[config.mk]
export PLATFORM = sky130hd
export DESIGN_NAME = aes_round_ctrl
export DESIGN_NICKNAME = d
export VERILOG_FILES = /design/src/rtl/aes_pkg.sv /design/src/rtl/aes_round_counter.sv /design/src/rtl/aes_round_ctrl.sv
export SDC_FILE = /design/constraint.sdc
export NUM_CORES = 1
export LEC_CHECK = 0
export ABC_AREA = 1
export ABC_CLOCK_PERIOD_IN_PS = 3900
export BUFFER_PORTS_ARGS = -buffer_cell sky130_fd_sc_hd__buf_4
export CAP_MARGIN = 20
export CORE_ASPECT_RATIO = 1.1
export CORE_MARGIN = 2
export CORE_UTILIZATION = 55
export DETAILED_ROUTE_END_ITERATION = 6
export PLACE_DENSITY = 0.74
export SYNTH_ARGS = -nofsm -noshare
export SYNTH_HDL_FRONTEND = slang
export SYNTH_HIERARCHICAL = 1
export SYNTH_SLANG_ARGS = --single-unit
[constraint.sdc]
create_clock -name clk -period 3.9 [get_ports clk]
set_clock_uncertainty 0.2 [all_clocks]
set_input_delay 0.78 -clock clk [delete_from_list [all_inputs] [get_ports clk]]
set_output_delay 0.78 -clock clk [all_outputs]
set_load 0.1 [all_outputs]
[src/rtl/aes_pkg.sv]
// Shared types and constants for the AES round sequencer.
package aes_pkg;

  typedef enum logic [1:0] {
    AES128   = 2'd0,
    AES192   = 2'd1,
    AES256   = 2'd2,
    AES_RSVD = 2'd3
  } keylen_e;

  typedef enum logic [2:0] {
    ST_IDLE,
    ST_KEY_INIT,
    ST_KEY_WAIT,
    ST_ROUND,
    ST_DONE
  } ctrl_state_e;

  localparam logic [3:0] NR_128 = 4'd10;
  localparam logic [3:0] NR_192 = 4'd12;
  localparam logic [3:0] NR_256 = 4'd14;

  // Reserved key length maps to NR_128 so callers never see an undefined count.
  function automatic logic [3:0] nr_of(input logic [1:0] kl);
    case (kl)
      AES192:  nr_of = NR_192;
      AES256:  nr_of = NR_256;
      default: nr_of = NR_128;
    endcase
  endfunction

endpackage

[src/rtl/aes_round_counter.sv]
// Round-key index counter: loads 0 (enc) or Nr (dec), steps on each strobe.
module aes_round_counter (
  input  logic       clk,
  input  logic       rst_n,
  input  logic       load,
  input  logic       en,
  input  logic       dec,
  input  logic [3:0] nr,
  output logic [3:0] cnt,
  output logic       first,
  output logic       last
);

  // NOTE: state registers use non-blocking assignments so every flop samples pre-edge values.
  always_ff @(posedge clk or negedge rst_n) begin
    if (!rst_n) begin
      cnt <= 4'd0;
    end else if (load) begin
      cnt <= dec ? nr : 4'd0;
    end else if (en) begin
      cnt <= dec ? cnt - 4'd1 : cnt + 4'd1;
    end
  end

  assign first = dec ? (cnt == nr) : (cnt == 4'd0);
  assign last  = dec ? (cnt == 4'd0) : (cnt == nr);

endmodule

[src/rtl/aes_round_ctrl.sv]
// Sequences key expansion and Nr+1 round strobes per block, caching key validity.
module aes_round_ctrl
  import aes_pkg::*;
#(
  parameter int KEY_WAIT_MAX = 1023,
  parameter int CW           = 10
) (
  input  logic       clk,
  input  logic       rst_n,
  input  logic       start,
  input  logic       dec,
  input  logic [1:0] keylen,
  input  logic       key_change,
  input  logic       abort,
  input  logic       key_ready,
  input  logic       dp_ready,
  output logic       key_init,
  output logic       round_en,
  output logic [3:0] round_idx,
  output logic       round_first,
  output logic       round_last,
  output logic       busy,
  output logic       done,
  output logic       key_err
);

  localparam logic [CW-1:0] TMO_LAST = CW'(KEY_WAIT_MAX > 0 ? KEY_WAIT_MAX - 1 : 0);

  ctrl_state_e     state_q, state_d;
  logic            dec_q;
  logic [1:0]      kl_q;
  logic            cache_valid_q;
  logic [1:0]      cache_kl_q;
  logic [CW-1:0]   tmo_q;
  logic            key_err_q, key_err_d;
  logic            cnt_load, cache_set, cache_clr;
  logic            in_idle, in_round, timeout;
  logic            dec_cur, cnt_first, cnt_last;
  logic [3:0]      nr_cur, cnt;

  assign in_idle  = (state_q == ST_IDLE);
  assign in_round = (state_q == ST_ROUND);
  assign timeout  = (KEY_WAIT_MAX > 0) && (tmo_q == TMO_LAST);

  // A cache hit loads the counter in the same edge that captures dec/keylen,
  // so the load value must come straight from the inputs while idle.
  assign dec_cur = in_idle ? dec : dec_q;
  assign nr_cur  = nr_of(in_idle ? keylen : kl_q);

  // NOTE: every always_comb output gets a default first so no path infers a latch.
  always_comb begin
    state_d   = state_q;
    key_err_d = 1'b0;
    cnt_load  = 1'b0;
    cache_set = 1'b0;
    cache_clr = key_change;
    case (state_q)
      ST_IDLE: begin
        if (start) begin
          if (keylen == AES_RSVD) begin
            key_err_d = 1'b1;
          end else if (cache_valid_q && (cache_kl_q == keylen) && !key_change) begin
            state_d  = ST_ROUND;
            cnt_load = 1'b1;
          end else begin
            state_d = ST_KEY_INIT;
          end
        end
      end
      ST_KEY_INIT: begin
        if (abort) begin
          state_d   = ST_IDLE;
          cache_clr = 1'b1;
        end else begin
          state_d = ST_KEY_WAIT;
        end
      end
      ST_KEY_WAIT: begin
        if (abort) begin
          state_d   = ST_IDLE;
          cache_clr = 1'b1;
        end else if (key_ready) begin
          state_d   = ST_ROUND;
          cnt_load  = 1'b1;
          cache_set = 1'b1;
        end else if (timeout) begin
          state_d   = ST_IDLE;
          key_err_d = 1'b1;
          cache_clr = 1'b1;
        end
      end
      ST_ROUND: begin
        if (abort) begin
          state_d = ST_IDLE;
        end else if (round_en && cnt_last) begin
          state_d = ST_DONE;
        end
      end
      ST_DONE: state_d = ST_IDLE;
      default: state_d = ST_IDLE;
    endcase
  end

  always_ff @(posedge clk or negedge rst_n) begin
    if (!rst_n) begin
      state_q   <= ST_IDLE;
      key_err_q <= 1'b0;
      dec_q     <= 1'b0;
      kl_q      <= 2'd0;
    end else begin
      state_q   <= state_d;
      key_err_q <= key_err_d;
      if (in_idle && start) begin
        dec_q <= dec;
        kl_q  <= keylen;
      end
    end
  end

  // A key change landing on the same edge as key_ready wins: the fresh
  // expansion describes the old key.
  always_ff @(posedge clk or negedge rst_n) begin
    if (!rst_n) begin
      cache_valid_q <= 1'b0;
      cache_kl_q    <= 2'd0;
    end else if (cache_clr) begin
      cache_valid_q <= 1'b0;
    end else if (cache_set) begin
      cache_valid_q <= 1'b1;
      cache_kl_q    <= kl_q;
    end
  end

  always_ff @(posedge clk or negedge rst_n) begin
    if (!rst_n) begin
      tmo_q <= '0;
    end else if (state_q == ST_KEY_INIT) begin
      tmo_q <= '0;
    end else if (state_q == ST_KEY_WAIT) begin
      tmo_q <= tmo_q + 1'b1;
    end
  end

  aes_round_counter u_cnt (
    .clk   (clk),
    .rst_n (rst_n),
    .load  (cnt_load),
    .en    (round_en),
    .dec   (dec_cur),
    .nr    (nr_cur),
    .cnt   (cnt),
    .first (cnt_first),
    .last  (cnt_last)
  );

  assign key_init    = (state_q == ST_KEY_INIT);
  assign busy        = !in_idle;
  assign done        = (state_q == ST_DONE);
  assign round_en    = in_round && dp_ready && !abort;
  assign round_idx   = cnt;
  assign round_first = in_round && cnt_first;
  assign round_last  = in_round && cnt_last;
  assign key_err     = key_err_q;

endmodule

* After elaboration in Yosys (flattened, before gate mapping) *
Index checks and enable logic that the tools add are counted.

word-level totals
  output and inout bits = 11
  input bits = 10
  register bits = 24

operators by class
  bitwise operators = 1
  reduce and logical (&&, ||, !) cells = 18
  add/sub/neg operators = 3
  muxes and demuxes = 41
  eq/ne operators = 14

operator list
  kind                     number
  $mux W3                  7
  $mux W1                  20
  $mux W10                 2
  $mux W4                  4
  $pmux W3 S4              1
  $add A10 B1 Y10 const B  1
  $eq A10 B10 Y1 const B   1
  $logic_and A1 B1 Y1      8
  $eq A3 B2 Y1 const B     2
  $mux W2                  3
  $pmux W1 S2              3
  $pmux W3 S2              1
  $reduce_bool A2 Y1       3
  $add A4 B1 Y4 const B    1
  $eq A2 B2 Y1 const B     2
  $eq A4 B4 Y1             1
  $logic_not A4 Y1         1
  $ne A2 B2 Y1 const B     2
  $ne A4 B4 Y1 const B     1
  $reduce_and A4 Y1        1
  $sub A4 B1 Y4 const B    1
  $eq A3 B1 Y1 const B     1
  $eq A3 B3 Y1 const B     1
  $logic_not A1 Y1         3
  6 further kinds          6

* Longest topological paths before layout *
  depth after elaboration = 10
  depth in mapped cells = 19
  gate-level depth less buffers = 19

* Cells and area by module *
Netlist, hierarchy kept.

modules (own cells, without submodules)
  module             cells an instance  area an instance (sq um)  sequential area each (sq um)  times used
  aes_round_ctrl     160                1,204.9                   500.5                         1
  aes_round_counter  57                 397.9                     100.1                         1

* Worst setup path before layout *
No wires, ideal clock.

  path type = register to output
  start point = register state_q[1]
  end point = output port round_first
  setup slack = -240 ps
  buffers on the path = 0
  required time = 2,920 ps
  arrival = 3,160 ps
  cell stages (with the launch flop) = 10
  cells stage by stage = dfrtp_1 inv_1 nand2_2 nor2_4 inv_4 o21ai_0 inv_1 o21ai_0 inv_1 nor2_1

RTL lines
  what                      line                     text
  start: declaration        aes_round_ctrl.sv:29     ctrl_state_e state_q, state_d;
  start signal: assignment  aes_round_ctrl.sv:111    state_q <= state_d;
  $logic_not A3 Y1          aes_round_ctrl.sv:41     assign in_idle = (state_q == ST_IDLE);
  $mux W1                   aes_round_ctrl.sv:47     assign dec_cur = in_idle ? dec : dec_q;
  named net dec_cur         aes_round_ctrl.sv:38     logic dec_cur, cnt_first, cnt_last;
  $mux W1                   aes_round_counter.sv:25  assign first = dec ? (cnt == nr) : (cnt == 4'd0);
  named net cnt_first       aes_round_ctrl.sv:38
  $logic_and A1 B1 Y1       aes_round_ctrl.sv:161    assign round_first = in_round && cnt_first;
  end: declaration          aes_round_ctrl.sv:20     output logic round_first,

The timed path passes the listed nets, and every way through them passes these cells.

* Worst setup path after layout *
  start point = register state_q[1]
  end point = output port round_first

between the ends
  cells in the longest elaborated chain, start to end = 7

ends and longest elaborated chain
  what                                                 line                     text
  $logic_not A3 Y1 *                                   aes_round_ctrl.sv:41
  $mux W2 *                                            aes_round_ctrl.sv:48     assign nr_cur = nr_of(in_idle ? keylen : kl_q);
  $eq A2 B2 Y1 / $eq A2 B1 Y1 (equally long branches)  aes_pkg.sv:25            case (kl)
  $pmux W3 S2 *                                        aes_pkg.sv:25
  named net nr_cur[2]                                  aes_round_ctrl.sv:39     logic [3:0] nr_cur, cnt;
  $eq A4 B4 Y1 *                                       aes_round_counter.sv:25
  $mux W1 *                                            aes_round_counter.sv:25
  named net cnt_first                                  aes_round_ctrl.sv:38
  $logic_and A1 B1 Y1 *                                aes_round_ctrl.sv:161

Mark *: on every way through the listed nets, which the timed path passes. The rest lies on a longest branch.

==> metrics.md <==
| Metric | Value |
|---|---|
| Nets@finish | `260` |
| Via count | `between 1,000 and 1,500` |
| Final period utilization | `0.947` |
| Avg Inst Size Synth | `roughly 7.4 um2` |
| Total GRT Usage | `0.229` |
| Die height | `between 60 and 70 um` |
| Top post-synthesis cells by area | `dfrtp_1 37%, nand2_1 11%, inv_1 9.4%` |
| Post-synth top area cell | `dfrtp_1` |
| Slew margin rel. | `0.593` |
| IO Pins | `21` |
| Depth of the CTS H-tree | `1` |
| CP Launch Point | `state_q[1]` |
| Post-CTS setup buffers | `0` |
| CTS tree | `done` |
| Avg WL per Cell | `roughly 13 um` |
| Max-Cap Viols | `0` |
| Clk network pwr share | `0.121` |
| Fin util | `0.668` |
| GP Congestion | `about 0.88` |
| Root cell of the clock tree | `clkbuf_4` |
| Post-synth EDFFs | `0` |
| Non-Filler Instances | `around 280` |
| Most frequent cell after synthesis | `nand2_1` |
| Mapped Area | `roughly 1600 um2` |
| Pwr Density | `a little over 800 nW/um2` |
| Post-synth ARST share | `1.00` |
| Hold/Removal Path Class | `input port to async pin` |
| Area of the die | `about 3400 um2` |
| Clock transition at path regs | `0.14 ns` |
| FP Rows | `20` |
| Setup CP Type | `flip-flop to primary output` |
| Placed cell count | `272` |
| TritonCTS buffer count | `3` |
| Post-synth top cells | `47 x nand2_1, 40 x inv_1, 24 x dfrtp_1, 18 x nor2_1, 18 x o21ai_0` |
| Finished Cell Area | `around 1900 um2` |
| WP data arrival | `between 2 and 3 ns` |
| Final min period | `about 3.7 ns` |
| Initial cell density of the core | `0.577` |
| GR peak layer | `met2` |
| Power share of the sequential group | `0.255` |
| Worst-path fanout max | `7` |
| Worst-Skew Late Latency | `~0.33 ns` |
| Post-cts sizing count | `0` |
| Final setup violation count | `0` |
| YS warnings | `6` |
| Die width | `55.5 um` |
| Crit path required time | `roughly 3 ns` |
| Fin. Hold Viols | `0` |
| Type of origin of the critical path | `flip-flop` |
| Met2 Use GR | `0.422` |
| Top_reg_cell synth | `dfrtp_1` |
| Cell Int Power | `around 700 uW` |
| Register area share after synthesis | `0.375` |
| Setup_tns | `0 ns` |
| Detailed Place HPWL | `between 2 and 3 mm` |
| DRC | `0` |
| Core Region | `2780 um2` |
| First-pass GRT wire length | `slightly above 6 mm` |
| RSZ-0062 raised after global routing | `no` |
| Switching part of the total power | `0.547` |
| GRT met3 Usage | `0.0277` |
| Dpl cell area | `1800 um2` |
| Initial antenna violation count | `0` |
| Final wirelength | `3.60 mm` |
| Gate power share | `0.624` |
| Met1 Usage GRT | `0.265` |
| Outcome | `complete, no violations` |
| Share of the synthesized area in the top cell type | `0.375` |
| Via density | `5.39` |
| Number of routed nets with antenna violations | `0` |
| CTS sink cnt | `24` |
| Switch Pwr | `between 800 and 900 uW` |
| Synth-to-Final Area Change | `15.8%` |
| Gate Count Post-Synth | `217` |
| PnR Total Power | `1.54 mW` |
| Synth cell types | `33` |
| # hold bufs at CTS | `0` |
| First DRT Iteration DRCs | `75` |
| Initial DRT Pass Iterations | `4` |
| Slew Limit Fails | `0` |
| Vias in the first global route | `1,490` |
| Max Fclk | `roughly 270 MHz` |
| Antenna diodes | `0` |
| Worst slew pin tran | `0.610 ns` |
| Reg2Reg Launch Point | `state_q[1]` |
| R2R Setup Slk | `around 1.1 ns` |
| Grt ovf | `0` |
| Ratio of cells with drive above 1 in the final layout | `0.181` |
| Setup crit end kind | `primary output` |
| Max Root-Sink Buffers | `2` |
| Largest net degree at the start of global routing | `25` |
| Yosys reg bits | `24` |
| VDD IR max | `about 0.55 mV` |
| Leakage power | `around 0.94 nW` |
| Port Buffers | `20` |
per-layer routing:
metal | part of all wire | wire (um)
met1 | 0.43 | 1530
met2 | 0.52 | 1860
met3 | 0.040 | 143
met4 | 0.017 | 62
met5 | 0 | 0
cell type report:
cell class                 instances  area [um2]
timing repair buffer              21         158
sequential                        24         601
clock inverter                     1        30.0
clock buffer                       3        22.5
inverter                          43         164
tap                               33        41.3
fill                             246         922
multi-input combinational        151         840
layout by cell type, fill, tap and decap left out, drive strengths merged, types with 2 or more instances in the layout:
cell type	count
a21oi	3
buf	21
clkbuf	3
conb	4
dfrtp	24
ha	5
inv	43
nand2	50
nand3	16
nand4	4
nor2	22
nor3	2
o21ai	23
o22ai	5
or2	3
xor2	6
critical path: stages, from the launching register on:
cell and delay, ns:
dfrtp_1 0.48, inv_1 0.12, nand2_2 0.08, nor2_4 0.16, inv_4 0.07, nand2_1 0.05
o21ai_0 0.08, ha_1 0.28, inv_1 0.05, xor2_1 0.16, nor2_1 0.10, nand2_1 0.07
o21ai_0 0.18, inv_1 0.09, nor2_2 0.11, buf_4 0.29
worst paths after layout:
kind | endpoint | cells after the start
setup / recovery | round_first | 15
hold / removal | tmo_q[2] | 1
setup reg to reg | state_q[1] | 19
hold reg to reg | dec_q | 2
max in group asynchronous | u_cnt/cnt[1] | 1
min in group clk | dec_q | 2
power groups by stage:
stage                     sequential [mW]  combinational, mW  clock [mW]
after floorplan                     0.539              0.599           0
after global placement              0.392              0.924           0
after detailed placement            0.395              0.947           0
after CTS                           0.391              0.956       0.189
after global routing                0.405               1.06       0.197
final                               0.392              0.960       0.186
cells by family after synthesis:
| family | synth area share |
|---|---|
| and+or+nand+nor | 0.294 |
| DFF | 0.375 |
| adders and majority gates | 0.0515 |
| AOI/OAI and AO/OA | 0.128 |
| xor gates and xnor gates | 0.0383 |
| buffers and inverters | 0.109 |
| other | 0.00469 |
sequential cells by signal, indices dropped and copies added (netlist names):
name / cells
u_cnt/cnt: 4
cache_valid_q: 1
kl_q: 2
cache_kl_q: 2
dec_q: 1
tmo_q: 10
key_err: 1
state_q: 3
per-stage QoR:
step | hold WS, ns | setup WS [ns]
2_1_floorplan | 0.258 | 0.208
3_3_place_gp | 0.277 | 0.582
3_5_place_dp | 0.291 | 0.540
4_1_cts | 0.131 | 0.206
5_1_grt | 0.132 | 0.00861
6_report | 0.120 | 0.208
No activity file was read; power rests on OpenSTA's default activity.
